===== config.mk =====
export PLATFORM = sky130hd
export DESIGN_NAME = stage_param_loader
export DESIGN_NICKNAME = d
export VERILOG_FILES = /design/src/rtl/stage_param_loader.sv
export SDC_FILE = /design/constraint.sdc
export NUM_CORES = 1
export LEC_CHECK = 0
export ABC_CLOCK_PERIOD_IN_PS = 19800
export CAP_MARGIN = 20
export CORE_ASPECT_RATIO = 0.8
export CORE_MARGIN = 4
export CORE_UTILIZATION = 25
export DETAILED_ROUTE_END_ITERATION = 7
export SYNTH_ARGS = -nofsm -noshare
export SYNTH_HDL_FRONTEND = slang
export SYNTH_SLANG_ARGS = --single-unit
export TNS_END_PERCENT = 30

===== constraint.sdc =====
create_clock -name clk_fpga -period 19.8 [get_ports clk_fpga]
set_clock_uncertainty 0.2 [all_clocks]
set_input_delay 5.94 -clock clk_fpga [delete_from_list [all_inputs] [get_ports clk_fpga]]
set_output_delay 5.94 -clock clk_fpga [all_outputs]
set_load 0.1 [all_outputs]

===== src/rtl/stage_param_loader.sv =====
// stage_param_loader
//   Pulls one stage worth of classifier parameters out of the stage database
//   and hands them to the classifier evaluator one complete record at a time.
//   A start pulse fetches NUM_PARAM_PER_CLASSIFIER words per classifier,
//   presents the assembled record on a valid/ready handshake, and repeats
//   for every classifier of the stage. A one-cycle done pulse ends the stage.
//
// Ports
//   clk_fpga, reset_fpga  clock, async active-high reset
//   i_start               load request, sampled only while idle
//   o_ren, i_data         database read enable / returned word (RD_LATENCY later)
//   o_record              flattened record, parameter p at [16p+15:16p]
//   o_classifier_index    index of the record on o_record
//   o_record_valid        record complete and held stable
//   i_record_ready        downstream accepts the record
//   o_busy                high whenever not idle
//   o_stage_done          one-cycle pulse after the final record is accepted
module stage_param_loader #(
  parameter int DATA_WIDTH_16            = 16,
  parameter int NUM_CLASSIFIERS_STAGE    = 10,
  parameter int NUM_PARAM_PER_CLASSIFIER = 18,
  parameter int RD_LATENCY               = 1
) (
  input  logic                                              clk_fpga,
  input  logic                                              reset_fpga,
  input  logic                                              i_start,
  output logic                                              o_ren,
  input  logic [DATA_WIDTH_16-1:0]                          i_data,
  output logic [DATA_WIDTH_16*NUM_PARAM_PER_CLASSIFIER-1:0] o_record,
  output logic [7:0]                                        o_classifier_index,
  output logic                                              o_record_valid,
  input  logic                                              i_record_ready,
  output logic                                              o_busy,
  output logic                                              o_stage_done
);

  localparam int CW = $clog2(NUM_PARAM_PER_CLASSIFIER + 1);
  localparam logic [CW-1:0] NUM_WORDS = CW'(NUM_PARAM_PER_CLASSIFIER);
  localparam logic [CW-1:0] LAST_SLOT = CW'(NUM_PARAM_PER_CLASSIFIER - 1);
  localparam logic [7:0]    LAST_CLS  = 8'(NUM_CLASSIFIERS_STAGE - 1);

  typedef enum logic [1:0] {IDLE, FETCH, PRESENT, DONE} state_t;

  state_t        state, state_nxt;
  logic [CW-1:0] issue_cnt, recv_cnt;
  // vld_pipe[n] is high n cycles after a read was issued; the top tap
  // lines up with the returned word on i_data.
  logic [RD_LATENCY:1] vld_pipe;
  logic tap, cap_last, accept, last_cls;
  logic [NUM_PARAM_PER_CLASSIFIER-1:0][DATA_WIDTH_16-1:0] rec;

  // Captures only count in FETCH; exactly one record's worth of reads is
  // ever issued, so the pipe is empty whenever the state leaves FETCH.
  assign tap      = vld_pipe[RD_LATENCY] && (state == FETCH);
  assign cap_last = tap && (recv_cnt == LAST_SLOT);
  assign accept   = (state == PRESENT) && i_record_ready;
  assign last_cls = (o_classifier_index == LAST_CLS);
  assign o_record = rec;

  // state register
  always_ff @(posedge clk_fpga or posedge reset_fpga) begin
    if (reset_fpga) state <= IDLE;
    else            state <= state_nxt;
  end

  // next-state logic
  always_comb begin
    state_nxt = state;
    case (state)
      IDLE:    if (i_start)  state_nxt = FETCH;
      FETCH:   if (cap_last) state_nxt = PRESENT;
      PRESENT: if (accept)   state_nxt = last_cls ? DONE : FETCH;
      DONE:                  state_nxt = IDLE;
      default:               state_nxt = IDLE;
    endcase
  end

  // outputs
  always_comb begin
    o_ren          = 1'b0;
    o_record_valid = 1'b0;
    o_stage_done   = 1'b0;
    o_busy         = (state != IDLE);
    case (state)
      FETCH:   o_ren          = (issue_cnt < NUM_WORDS);
      PRESENT: o_record_valid = 1'b1;
      DONE:    o_stage_done   = 1'b1;
      default: ;
    endcase
  end

  // read-valid tracking
  always_ff @(posedge clk_fpga or posedge reset_fpga) begin
    if (reset_fpga) begin
      vld_pipe <= '0;
    end else begin
      vld_pipe[1] <= o_ren;
      for (int i = 2; i <= RD_LATENCY; i++) vld_pipe[i] <= vld_pipe[i-1];
    end
  end

  // issue / receive counters and classifier index
  always_ff @(posedge clk_fpga or posedge reset_fpga) begin
    if (reset_fpga) begin
      issue_cnt          <= '0;
      recv_cnt           <= '0;
      o_classifier_index <= '0;
    end else begin
      case (state)
        IDLE: begin
          issue_cnt          <= '0;
          recv_cnt           <= '0;
          o_classifier_index <= '0;
        end
        FETCH: begin
          if (o_ren) issue_cnt <= issue_cnt + CW'(1);
          if (tap)   recv_cnt  <= recv_cnt + CW'(1);
        end
        PRESENT: if (accept && !last_cls) begin
          issue_cnt          <= '0;
          recv_cnt           <= '0;
          o_classifier_index <= o_classifier_index + 8'd1;
        end
        default: ;
      endcase
    end
  end

  // record slots; every slot is rewritten for each classifier before the
  // record is presented, so no explicit clear between classifiers is needed
  always_ff @(posedge clk_fpga or posedge reset_fpga) begin
    if (reset_fpga) begin
      rec <= '0;
    end else if (tap) begin
      for (int p = 0; p < NUM_PARAM_PER_CLASSIFIER; p++)
        if (recv_cnt == CW'(p)) rec[p] <= i_data;
    end
  end

endmodule


## Yosys cells after proc, flatten, opt, wreduce, memory -nomap -nowiden

Cells that the tools add are included.

| operators by class | value |
|---|---|
| add/sub/neg operators | 3 |
| order comparisons | 1 |
| eq/ne operators | 27 |
| mux-type cells | 15 |
| reductions and logical operators | 32 |

Operator list:

| kind | number |
|---|---|
| $eq 5x4->1 const B | 8 |
| $reduce_and 2->1 | 19 |
| $pmux 5 s3 | 2 |
| $eq 5x3->1 const B | 4 |
| $pmux 8 s2 | 1 |
| $mux 5 | 3 |
| $add 5x1->5 const B | 2 |
| $eq 5x2->1 const B | 2 |
| $eq 5x5->1 const B | 2 |
| $ne 2x2->1 const B | 5 |
| $reduce_and 3->1 | 3 |
| $add 8x1->8 const B | 1 |
| $eq 8x4->1 const B | 1 |
| $mux 2 | 4 |
| $mux 8 | 1 |
| $pmux 2 s4 | 1 |
| $eq 5x1->1 const B | 1 |
| $logic_not 5->1 | 1 |
| $lt 5x5->1 const B | 1 |
| $eq 2x2->1 const B | 2 |
| $logic_and 1x1->1 | 4 |
| $reduce_bool 2->1 | 2 |
| $mux 1 | 3 |
| $reduce_bool 3->1 | 1 |
| other kinds (4) | 4 |

| word-level totals | value |
|---|---|
| register bits | 309 |
| bits of input ports | 20 |

## Logic depth before layout (Yosys ltp)

Gate-level depths: netlist of the first run.

| logic depth | value |
|---|---|
| depth in word-level cells | 5 |
| gate-level depth with buffers | 7 |
| depth with buffers taken out | 5 |

## Least setup slack after synthesis of the first run

Ideal clock, no wire load.

| timing path | value |
|---|---|
| path kind | register -> output |
| start | register issue_cnt[1] |
| end | output o_ren |
| arrival | 1.624 ns |
| required time | 13.660 ns |
| slack | 12.036 ns |
| cell stages (with the launch flop) | 4 |
| buffers on the path | 0 |
| path through | dfrtp_1 -> o31a_1 -> or2_2 -> inv_1 |

| between the ends | value |
|---|---|
| word-level cells in the longest chain between the ends | 2 |

RTL lines:

| what | RTL line | text |
|---|---|---|
| start, declared | 45 | `logic [CW-1:0] issue_cnt, recv_cnt;` |
| start signal, assigned | 116 | `if (o_ren) issue_cnt <= issue_cnt + CW'(1);` |
| $lt 5x5->1 | 85 | `FETCH: o_ren = (issue_cnt < NUM_WORDS);` |
| $mux 1 | 84 | `case (state)` |
| end, declared | 27 | `output logic o_ren,` |

Every way passes these cells.

## Worst setup path after layout of the first run

| timing path | value |
|---|---|
| start | register state[0] |
| end | output o_ren |

| between the ends | value |
|---|---|
| word-level cells in the longest chain between the ends | 2 |

RTL lines:

| what | RTL line | text |
|---|---|---|
| start, declared | 44 | `state_t state, state_nxt;` |
| start signal, assigned | 63 | `else state <= state_nxt;` |
| $eq 2x1->1 | 84 |  |
| $mux 1 | 84 |  |

Every way passes these cells.

==> results of run 1 <==
final cells by class:
class,instances,share of cell area
Sequential cell,309,0.450
Multi-Input combinational cell,396,0.243
Timing Repair Buffer,333,0.193
Clock buffer,51,0.0592
Tap cell,629,0.0458
Clock inverter,6,0.00611
Inverter,13,0.00327
Antenna cell,1,0.000145
cells in the mapped netlist, types with 3 or more instances:
library cell / number
nand3_1: 4
buf_4: 10
ha_1: 8
buf_8: 6
o21ai_0: 7
inv_1: 13
clkbuf_1: 18
buf_6: 10
mux2_2: 286
nand3_2: 3
nor4_4: 3
mux2_1: 3
a22o_1: 3
dfrtp_1: 309
buf_2: 7
or4_1: 3
nor4b_4: 3
and4b_1: 8
a21oi_1: 6
o31ai_1: 3
nand3b_1: 3
o22ai_1: 6
nand2_1: 11
where the power goes:
group	leakage [nW]	switching, mW	internal [mW]	total (mW)
sequential	4.13	0.00420	0.639	0.643
combinational	3.06	0.0823	0.0205	0.103
clock	0.551	0.248	0.393	0.642
cells by family after synthesis:
group / after synthesis / share of synthesized area
AOI/OAI and AO/OA: 37 / 0.0204
xor gates and xnor gates: 3 / 0.00213
adders and majority gates: 8 / 0.00810
buffers and inverters: 65 / 0.0364
DFF: 309 / 0.626
muxes: 291 / 0.265
and+or+nand+nor: 57 / 0.0419
stage by stage:
step	instances	hold WS, ps	utilization	setup WS, ps	cell area [sq um]
global route	1737	310	0.354	10400	17200
floorplan	770	286	-	5120	12400
finish	1738	288	0.354	10540	17200
CTS	1735	295	0.353	10480	17200
detailed placement	1678	282	0.330	10560	16000
global placement	1678	275	0.330	10580	16000
state kept, by name, indices dropped and copies added (netlist names):
name / cells
state: 2
o_classifier_index: 8
o_record: 288
vld_pipe: 1
recv_cnt: 5
issue_cnt: 5
critical path, delay by kind of cell (launching register included):
family / cells / cell delay (ps)
flip-flops: 1 / 820
buffers and inverters: 2 / 1250
AND/OR/NAND/NOR: 2 / 530
path summary, 6_finish.rpt:
path	startpoint	to	slack, ps	cells past startpoint
max in group asynchronous	reset_fpga	o_record[268]	11300	4
hold reg to reg	o_record[160]	o_record[160]	290	1
hold / removal	o_record[160]	o_record[160]	290	1
min in group asynchronous	reset_fpga	o_record[166]	5770	2
setup / recovery	state[0]	o_ren	10540	4
setup reg to reg	state[0]	o_record[186]	16580	3
routing by layer:
metal  up-vias  routed length (microns)  GRT usage
li1       3395                        -          -
met1      3999                    16600      0.183
met2       237                    16300      0.205
met3        41                     2760     0.0437
met4         0                      590     0.0343
met5         -                        0          0
==> out/results.tsv, run 1 <==
stage	metric	value	unit
clock_tree	htreeDepth	2	
grt	gr-total-overflow	0	
pwr	p_total	1.39	mW
sta	min_period	9260	ps
critical_path	start_kind	flop	
critical_path	max_stage_delay	1150	ps
critical_path	arrival	3120	ps
final_layout	final-seq-area	7730	sq um
detailed_routing	wl	36.2	mm
grt	track_usage	0.133	
floorplan	dieArea	53000	sq um
final_layout	most-common-layout-cells	clkdlybuf4s50_1, dfrtp_1, mux2_2	
synthesis	syn_nets	798	
synthesis	ys_warn_count	0	
status	run_status	complete, no violations	
final_layout	n_fill_cell	4661	
critical_path	cp.required	13660	ps
floorplan	io_pins	320	
floorplan	start_util	0.254	
synthesis	synthFlopType	dfrtp_1	
synthesis	netlist_area	12400	sq um
sta	relSlewSlack	0.216	
synthesis	synthTopCellsByArea	dfrtp_1, mux2_2, buf_6	
floorplan	die_h	207	microns
sta	tns	0	ps
placed_design	dp_hpwl	25.0	mm
clock_tree	cts_tree	yes	
synthesis	async_flop_share	1.00	
detailed_routing	first_iter_violations	279	
sta	clock.fmax	108	MHz
synthesis	synth_seq_area_share	0.626	
clock_tree	root_buffer	clkbuf_16	
detailed_routing	vias	7672	
run	drv_cap	0	
clock_tree	cts_resized	0	
sta	worstMarginPinSlew	1170	ps
synthesis	synth_top_area_cell	dfrtp_1	
pwr	pwr_density_cell	80.6	nW/um^2
critical_path	end_kind	output port	
clock_tree	cts_buffers	34	
synthesis	yosys_register_bits	309	
detailed_routing	drt-pass1-iter-count	4	
final_layout	layout_commonest_cell	clkdlybuf4s50_1	
floorplan	row_count	72	
sta	fin_crit_sh	0.468	
detailed_routing	routedWlPerCell	20.8	microns
synthesis	avgSynthCellArea	16.0	sq um
critical_path	critical_path.cell_chain	nand2b_4 -> or2_2 -> inv_1 -> clkdlybuf4s50_1	
detailed_routing	ant_nets	0	
final_layout	areaGrowthSynthToFinish	39.3	%
placed_design	portBuffers	319	
clock_tree	clockBufferDepth	3	
sta	final-max-slew-violation-count	0	
synthesis	synth_edf_count	0	
detailed_routing	viasPerCell	4.41	
clock_tree	clock_latency	520	ps
clock_tree	postCtsHoldBufs	0	
pwr	p_leak	7.74	nW
pwr	ir_drop	49.5	uV
floorplan	dieWidth	257	microns
sta	setup_viol	0	
grt	grt_pass1_wl	54.1	mm
clock_tree	cts.sinks	309	
final_layout	final_nets	1115	
placed_design	globalplace.congestion	0.732	
clock_tree	cts.clk_slew.worst_paths	60	ps
critical_path	worstSetupPathType	flop to output port	
floorplan	fp.coreArea	48600	sq um
synthesis	synthCells	770	
clock_tree	post_cts_buffers	0	
detailed_routing	drc	0	
sta	hold_viol	0	
grt	grt_pass1_vias	8252	
critical_path	cpMaxStageDelayCell	clkdlybuf4s50_1	
sta	rsz0062_at_grt	no	
final_layout	drive_above_1_share	0.328	
final_layout	multi_input_area	4180	sq um
worst_hold_path	hold_class	flop to flop	
critical_path	critPathMaxFanout	20	
grt	grt_max_degree	113	
grt	antenna_found_initial	0	
synthesis	yosysUniqueCellTypes	52	
synthesis	yosys.area.top_type_share	0.626	
Note: power is estimated with default switching activity, not from simulation.
==> run 2, diff against run 1 <==
ABC_CLOCK_PERIOD_IN_PS = 8400   (was 19800)
clock period = 8.4 ns   (was 19.8 ns; I/O delays follow)
==> out/results.tsv, run 2 (same netlist as run 1, synthesis figures left out) <==
stage	metric	value	unit	change
detailed_routing	drc	0		unchanged
floorplan	row_count	72		unchanged
detailed_routing	wl	36.1	mm	-0.35%
grt	track_usage	0.134		+0.000624
grt	grt_pass1_wl	54.4	mm	+0.53%
final_layout	final_nets	1113		-0.18%
run	drv_cap	0		unchanged
critical_path	cpMaxStageDelayCell	clkdlybuf4s50_1		
critical_path	arrival	3120	ps	about the same
clock_tree	htreeDepth	2		unchanged
sta	final-max-slew-violation-count	0		unchanged
final_layout	most-common-layout-cells	clkdlybuf4s50_1, dfrtp_1, mux2_2		
final_layout	antenna_cells	0		-1
worst_hold_path	whs_endpoint	o_record[162]		
grt	antenna_found_initial	2		+2
grt	grt_max_degree	170		+50%
pwr	p_total	3.35	mW	+140%
sta	tns	0	ps	unchanged
sta	hold_viol	0		unchanged
floorplan	dieWidth	257	microns	unchanged
floorplan	start_util	0.254		unchanged
final_layout	multi_input_area	4180	sq um	unchanged
worst_hold_path	min_path_cells	1		unchanged
critical_path	rr_endpoint	o_record[120]		
critical_path	critical_path.cell_chain	nand2b_4 -> or2_2 -> inv_1 -> clkdlybuf4s50_1		
pwr	p_leak	7.75	nW	+0.21%
clock_tree	cts.clk_slew.worst_paths	60	ps	about the same
critical_path	reg2reg_slack	5160	ps	-11420 ps
sta	relSlewSlack	0.269		+0.0523
worst_hold_path	hp-start	o_record[162]		
final_layout	largest_reg_flops	288		unchanged
sta	fin_crit_sh	0.695		
placed_design	globalplace.congestion	0.757		+3.5%
grt	grt_pass1_vias	8305		+0.64%
placed_design	dp_cells	1676		-0.12%
sta	worstMarginPinSlew	1090	ps	-78.2 ps
critical_path	cp.required	5680	ps	-7980 ps
sta	clock.fmax	171	MHz	
critical_path	start_kind	flop		
final_layout	layout_commonest_cell	clkdlybuf4s50_1		
floorplan	io_pins	320		unchanged
critical_path	critPathMaxFanout	20		unchanged
worst_hold_path	hold_class	flop to flop		
placed_design	portBuffers	319		unchanged
final_layout	final-seq-area	7730	sq um	unchanged
sta	setup_viol	0		unchanged
clock_tree	cts.sinks	309		unchanged
floorplan	fp.coreArea	48600	sq um	unchanged
final_layout	areaGrowthSynthToFinish	39.9	%	
detailed_routing	first_iter_violations	228		-18%
detailed_routing	ant_nets	0		unchanged
detailed_routing	drt-pass1-iter-count	4		unchanged
clock_tree	post_cts_buffers	0		unchanged
clock_tree	cts_tree	yes		
final_layout	n_fill_cell	4619		-0.90%
detailed_routing	viasPerCell	4.43		+0.33%
clock_tree	clock_latency	520	ps	about the same
floorplan	die_h	207	microns	unchanged
floorplan	dieArea	53000	sq um	unchanged
critical_path	max_stage_delay	1150	ps	about the same
sta	min_period	5840	ps	
critical_path	reg2reg_from	state[0]		
clock_tree	postCtsHoldBufs	0		unchanged
placed_design	dp_hpwl	25.0	mm	about the same
clock_tree	cts_resized	0		unchanged
final_layout	finalNonFillerCells	1738		unchanged
pwr	ir_drop	136	uV	+180%
critical_path	reg2reg_depth	3		unchanged
sta	rsz0062_at_grt	no		
clock_tree	cts_buffers	36		+5.9%
status	run_status	complete, no violations		
grt	gr-total-overflow	0		unchanged
detailed_routing	routedWlPerCell	20.8	microns	-0.35%
critical_path	worstSetupPathType	flop to output port		
clock_tree	clockBufferDepth	3		unchanged
final_layout	drive_above_1_share	0.331		+0.00331
pwr	pwr_density_cell	194	nW/um^2	+140%
clock_tree	root_buffer	clkbuf_16		
detailed_routing	vias	7697		+0.33%
critical_path	end_kind	output port		
[run 2: cell types whose count changed in the layout (fill, tap and decap cells not counted), sizes merged]
cell / delta
clkbuf: -1
clkinv: +2
buf: -3
diode: -1
clkinvlp: +4
inv: -1
[run 2: how the worst max path moves through the flow]
stage | from | to | slack, ps | cells after the start
5_1_grt | state[0] | o_ren | 2420 | 4
3_5_place_dp | state[0] | o_ren | 3090 | 4
4_1_cts | state[0] | o_ren | 2490 | 4
2_1_floorplan | reset_fpga | issue_cnt[0] | 1570 | 1
3_3_place_gp | state[0] | o_ren | 3140 | 4
6_report | state[0] | o_ren | 2560 | 4
[run 2: layout make-up]
cell class | instances | share of cell area
flip-flops and latches | 309 | 0.448
multi-input cells | 396 | 0.242
repair buffers | 329 | 0.192
clock buffers | 51 | 0.0614
well taps | 629 | 0.0456
clock inverters | 11 | 0.00884
inverters | 13 | 0.00304
[run 2: critical path: cells and delay by family, from the launching register on]
kind / cells / cell delay (ps)
flops: 1 / 820
buf+inv: 2 / 1250
simple gates: 2 / 520
[run 2: stage by stage]
| stage | setup WS [ps] | instance area [sq um] | hold slack (ps) | util |
|---|---|---|---|---|
| 2_1_floorplan | 1570 | 12400 | 286 | - |
| 3_3_place_gp | 3140 | 16000 | 273 | 0.330 |
| 3_5_place_dp | 3090 | 16100 | 279 | 0.331 |
| 4_1_cts | 2490 | 17300 | 304 | 0.356 |
| 5_1_grt | 2420 | 17300 | 318 | 0.356 |
| 6_report | 2560 | 17300 | 294 | 0.356 |
[run 2: where the power goes]
part,internal [mW],total (mW),switching [mW]
sequential,1.51,1.51,0.00934
combinational,0.0490,0.242,0.193
clock,0.973,1.59,0.618
total,2.53,3.35,0.821
[run 2: routing by layer]
metal	wire length, microns	GRT usage	share of wire	up-vias
met1	16400	0.179	0.45	4031
met4	802	0.0411	0.022	0
met5	0	0	0	-
met3	2640	0.0431	0.073	46
met2	16300	0.209	0.45	234
li1	-	-	-	3386
==> run 3, diff against run 2 <==
ABC_CLOCK_PERIOD_IN_PS = 5050   (was 8400)
clock period = 5.05 ns   (was 8.4 ns; I/O delays follow)
==> out/results.tsv, run 3 (same netlist as run 1, synthesis figures left out) <==
stage	metric	value	unit	change
worst_hold_path	hold_class	flop to flop		
critical_path	critical_path.cell_chain	nand2b_4 -> or2_2 -> inv_1 -> buf_4		
clock_tree	clockBufferDepth	3		unchanged
final_layout	finalNonFillerCells	1741		+0.17%
placed_design	portBuffers	319		unchanged
sta	min_period	3980	ps	
floorplan	dieWidth	257	microns	unchanged
critical_path	worstSetupPathType	flop to output port		
critical_path	rr_endpoint	o_record[175]		
grt	grt_pass1_wl	54.4	mm	unchanged
sta	worstMarginPinSlew	1110	ps	+11.9 ps
final_layout	areaGrowthSynthToFinish	40.0	%	
floorplan	row_count	72		unchanged
clock_tree	root_buffer	clkbuf_16		
floorplan	fp.coreArea	48600	sq um	unchanged
grt	grt_use_met1	0.176		-0.00342
sta	tns	0	ps	unchanged
critical_path	cp.required	3340	ps	-2340 ps
grt	grtUsageMet2	0.216		+0.00689
floorplan	die_h	207	microns	unchanged
detailed_routing	drt-pass1-iter-count	4		unchanged
final_layout	layout_commonest_cell	clkdlybuf4s50_1		
sta	relSlewSlack	0.262		-0.00623
clock_tree	cts_resized	0		unchanged
grt	antenna_found_initial	2		unchanged
critical_path	reg2reg_from	state[0]		
final_layout	drive_above_1_share	0.337		+0.00630
sta	hold_viol	0		unchanged
sta	fin_crit_sh	0.788		
final_layout	most-common-layout-cells	clkdlybuf4s50_1, dfrtp_1, mux2_2		
critical_path	critPathCapture	o_ren		
detailed_routing	wl	36.2	mm	+0.20%
critical_path	startpoint	state[0]		
sta	rsz0062_at_grt	no		
placed_design	dp_hpwl	25.3	mm	+1.1%
final_layout	stdcell_area	17300	sq um	+0.13%
status	run_status	complete, no violations		
clock_tree	postCtsHoldBufs	0		unchanged
grt	grt_pass1_vias	8346		+0.49%
grt	use_met3	0.0423		-0.000732
detailed_routing	first_iter_violations	273		+20%
detailed_routing	drc	0		unchanged
grt	gr-total-overflow	0		unchanged
detailed_routing	routedWlPerCell	20.8	microns	about the same
sta	setup_viol	0		unchanged
placed_design	globalplace.congestion	0.738		-2.5%
final_layout	largest_reg_flops	288		unchanged
critical_path	reg2reg_depth	3		unchanged
sta	final-max-slew-violation-count	0		unchanged
detailed_routing	ant_nets	0		unchanged
clock_tree	clock_latency	520	ps	about the same
final_layout	final_nets	1115		+0.18%
grt	grt_max_degree	141		-17%
clock_tree	htreeDepth	2		unchanged
grt	busiest_layer	met2		
floorplan	start_util	0.254		unchanged
pwr	pwr_density_cell	320	nW/um^2	+65%
detailed_routing	vias	7700		+0.039%
critical_path	critPathMaxFanout	20		unchanged
clock_tree	post_cts_buffers	0		unchanged
floorplan	dieArea	53000	sq um	unchanged
clock_tree	cts.clk_slew.worst_paths	60	ps	about the same
floorplan	io_pins	320		unchanged
detailed_routing	viasPerCell	4.42		-0.13%
critical_path	start_kind	flop		
critical_path	arrival	2260	ps	-860 ps
run	drv_cap	0		unchanged
critical_path	max_stage_delay	830	ps	-320 ps
clock_tree	cts.sinks	309		unchanged
sta	timing.hold.ws	294	ps	-0.116 ps
placed_design	dp_cells	1679		+0.18%
pwr	ir_drop	162	uV	+19%
critical_path	cpMaxStageDelayCell	dfrtp_1		
final_layout	antenna_cells	0		unchanged
pwr	p_leak	7.77	nW	+0.27%
critical_path	end_kind	output port		
placed_design	placed_area	16100	sq um	+0.23%
clock_tree	cts_tree	yes		
clock_tree	cts_buffers	35		-2.8%
grt	track_usage	0.134		about the same
sta	clock.fmax	251	MHz	
critical_path	reg2reg_slack	1830	ps	-3330 ps
run 3: cell types whose count changed in the layout (fill, tap and decap cells not counted), sizes merged:
cell           before  now
buf                10   17
clkdlybuf4s50     319  315
clkbuf             51   50
clkinvlp            4    5
run 3: through the flow:
stage | utilization | worst slack (ps) | total power, mW
5_1_grt | 0.356 | 918 | 5.76
6_report | 0.356 | 1070 | 5.53
4_1_cts | 0.356 | 1020 | 5.65
3_3_place_gp | 0.331 | 1610 | 2.97
2_1_floorplan | - | -778 | 2.84
3_5_place_dp | 0.332 | 1600 | 2.98
run 3: worst min path at each step:
stage                        startpoint       endpoint  slack [ps]  cells past startpoint
final                     o_record[162]  o_record[162]         290                      1
after global routing      o_record[246]  o_record[246]         310                      1
after CTS                 o_record[162]  o_record[162]         300                      1
after detailed placement  o_record[162]  o_record[162]         280                      1
after global placement    o_record[162]  o_record[162]         270                      1
after floorplan            issue_cnt[0]   issue_cnt[0]         290                      1
run 3: power by group:
part           internal, mW  total [mW]  switching, mW
clock network          1.60        2.61           1.01
registers              2.50        2.52         0.0160
logic                0.0847       0.405          0.321
total                  4.18        5.53           1.35
run 3: per-layer routing:
layer  up-vias  share of wire
met1      4046           0.45
li1       3401              -
met5         -              0
met4         0          0.018
met2       215           0.47
met3        38          0.069
run 3: area by class of cell:
cell class              count  area [sq um]
clock buffers              50          1040
clock inverters            12           153
fillers                  4638         31300
inverters                  13          52.6
multi-input cells         396          4180
flip-flops and latches    309          7730
well taps                 629           787
repair buffers            332          3350
run 3: worst max-delay path, delay by kind of cell (launching register included):
family | cells | cell delay (ps)
buffers and inverters | 2 | 400
flip-flops | 1 | 830
AND/OR/NAND/NOR | 2 | 520
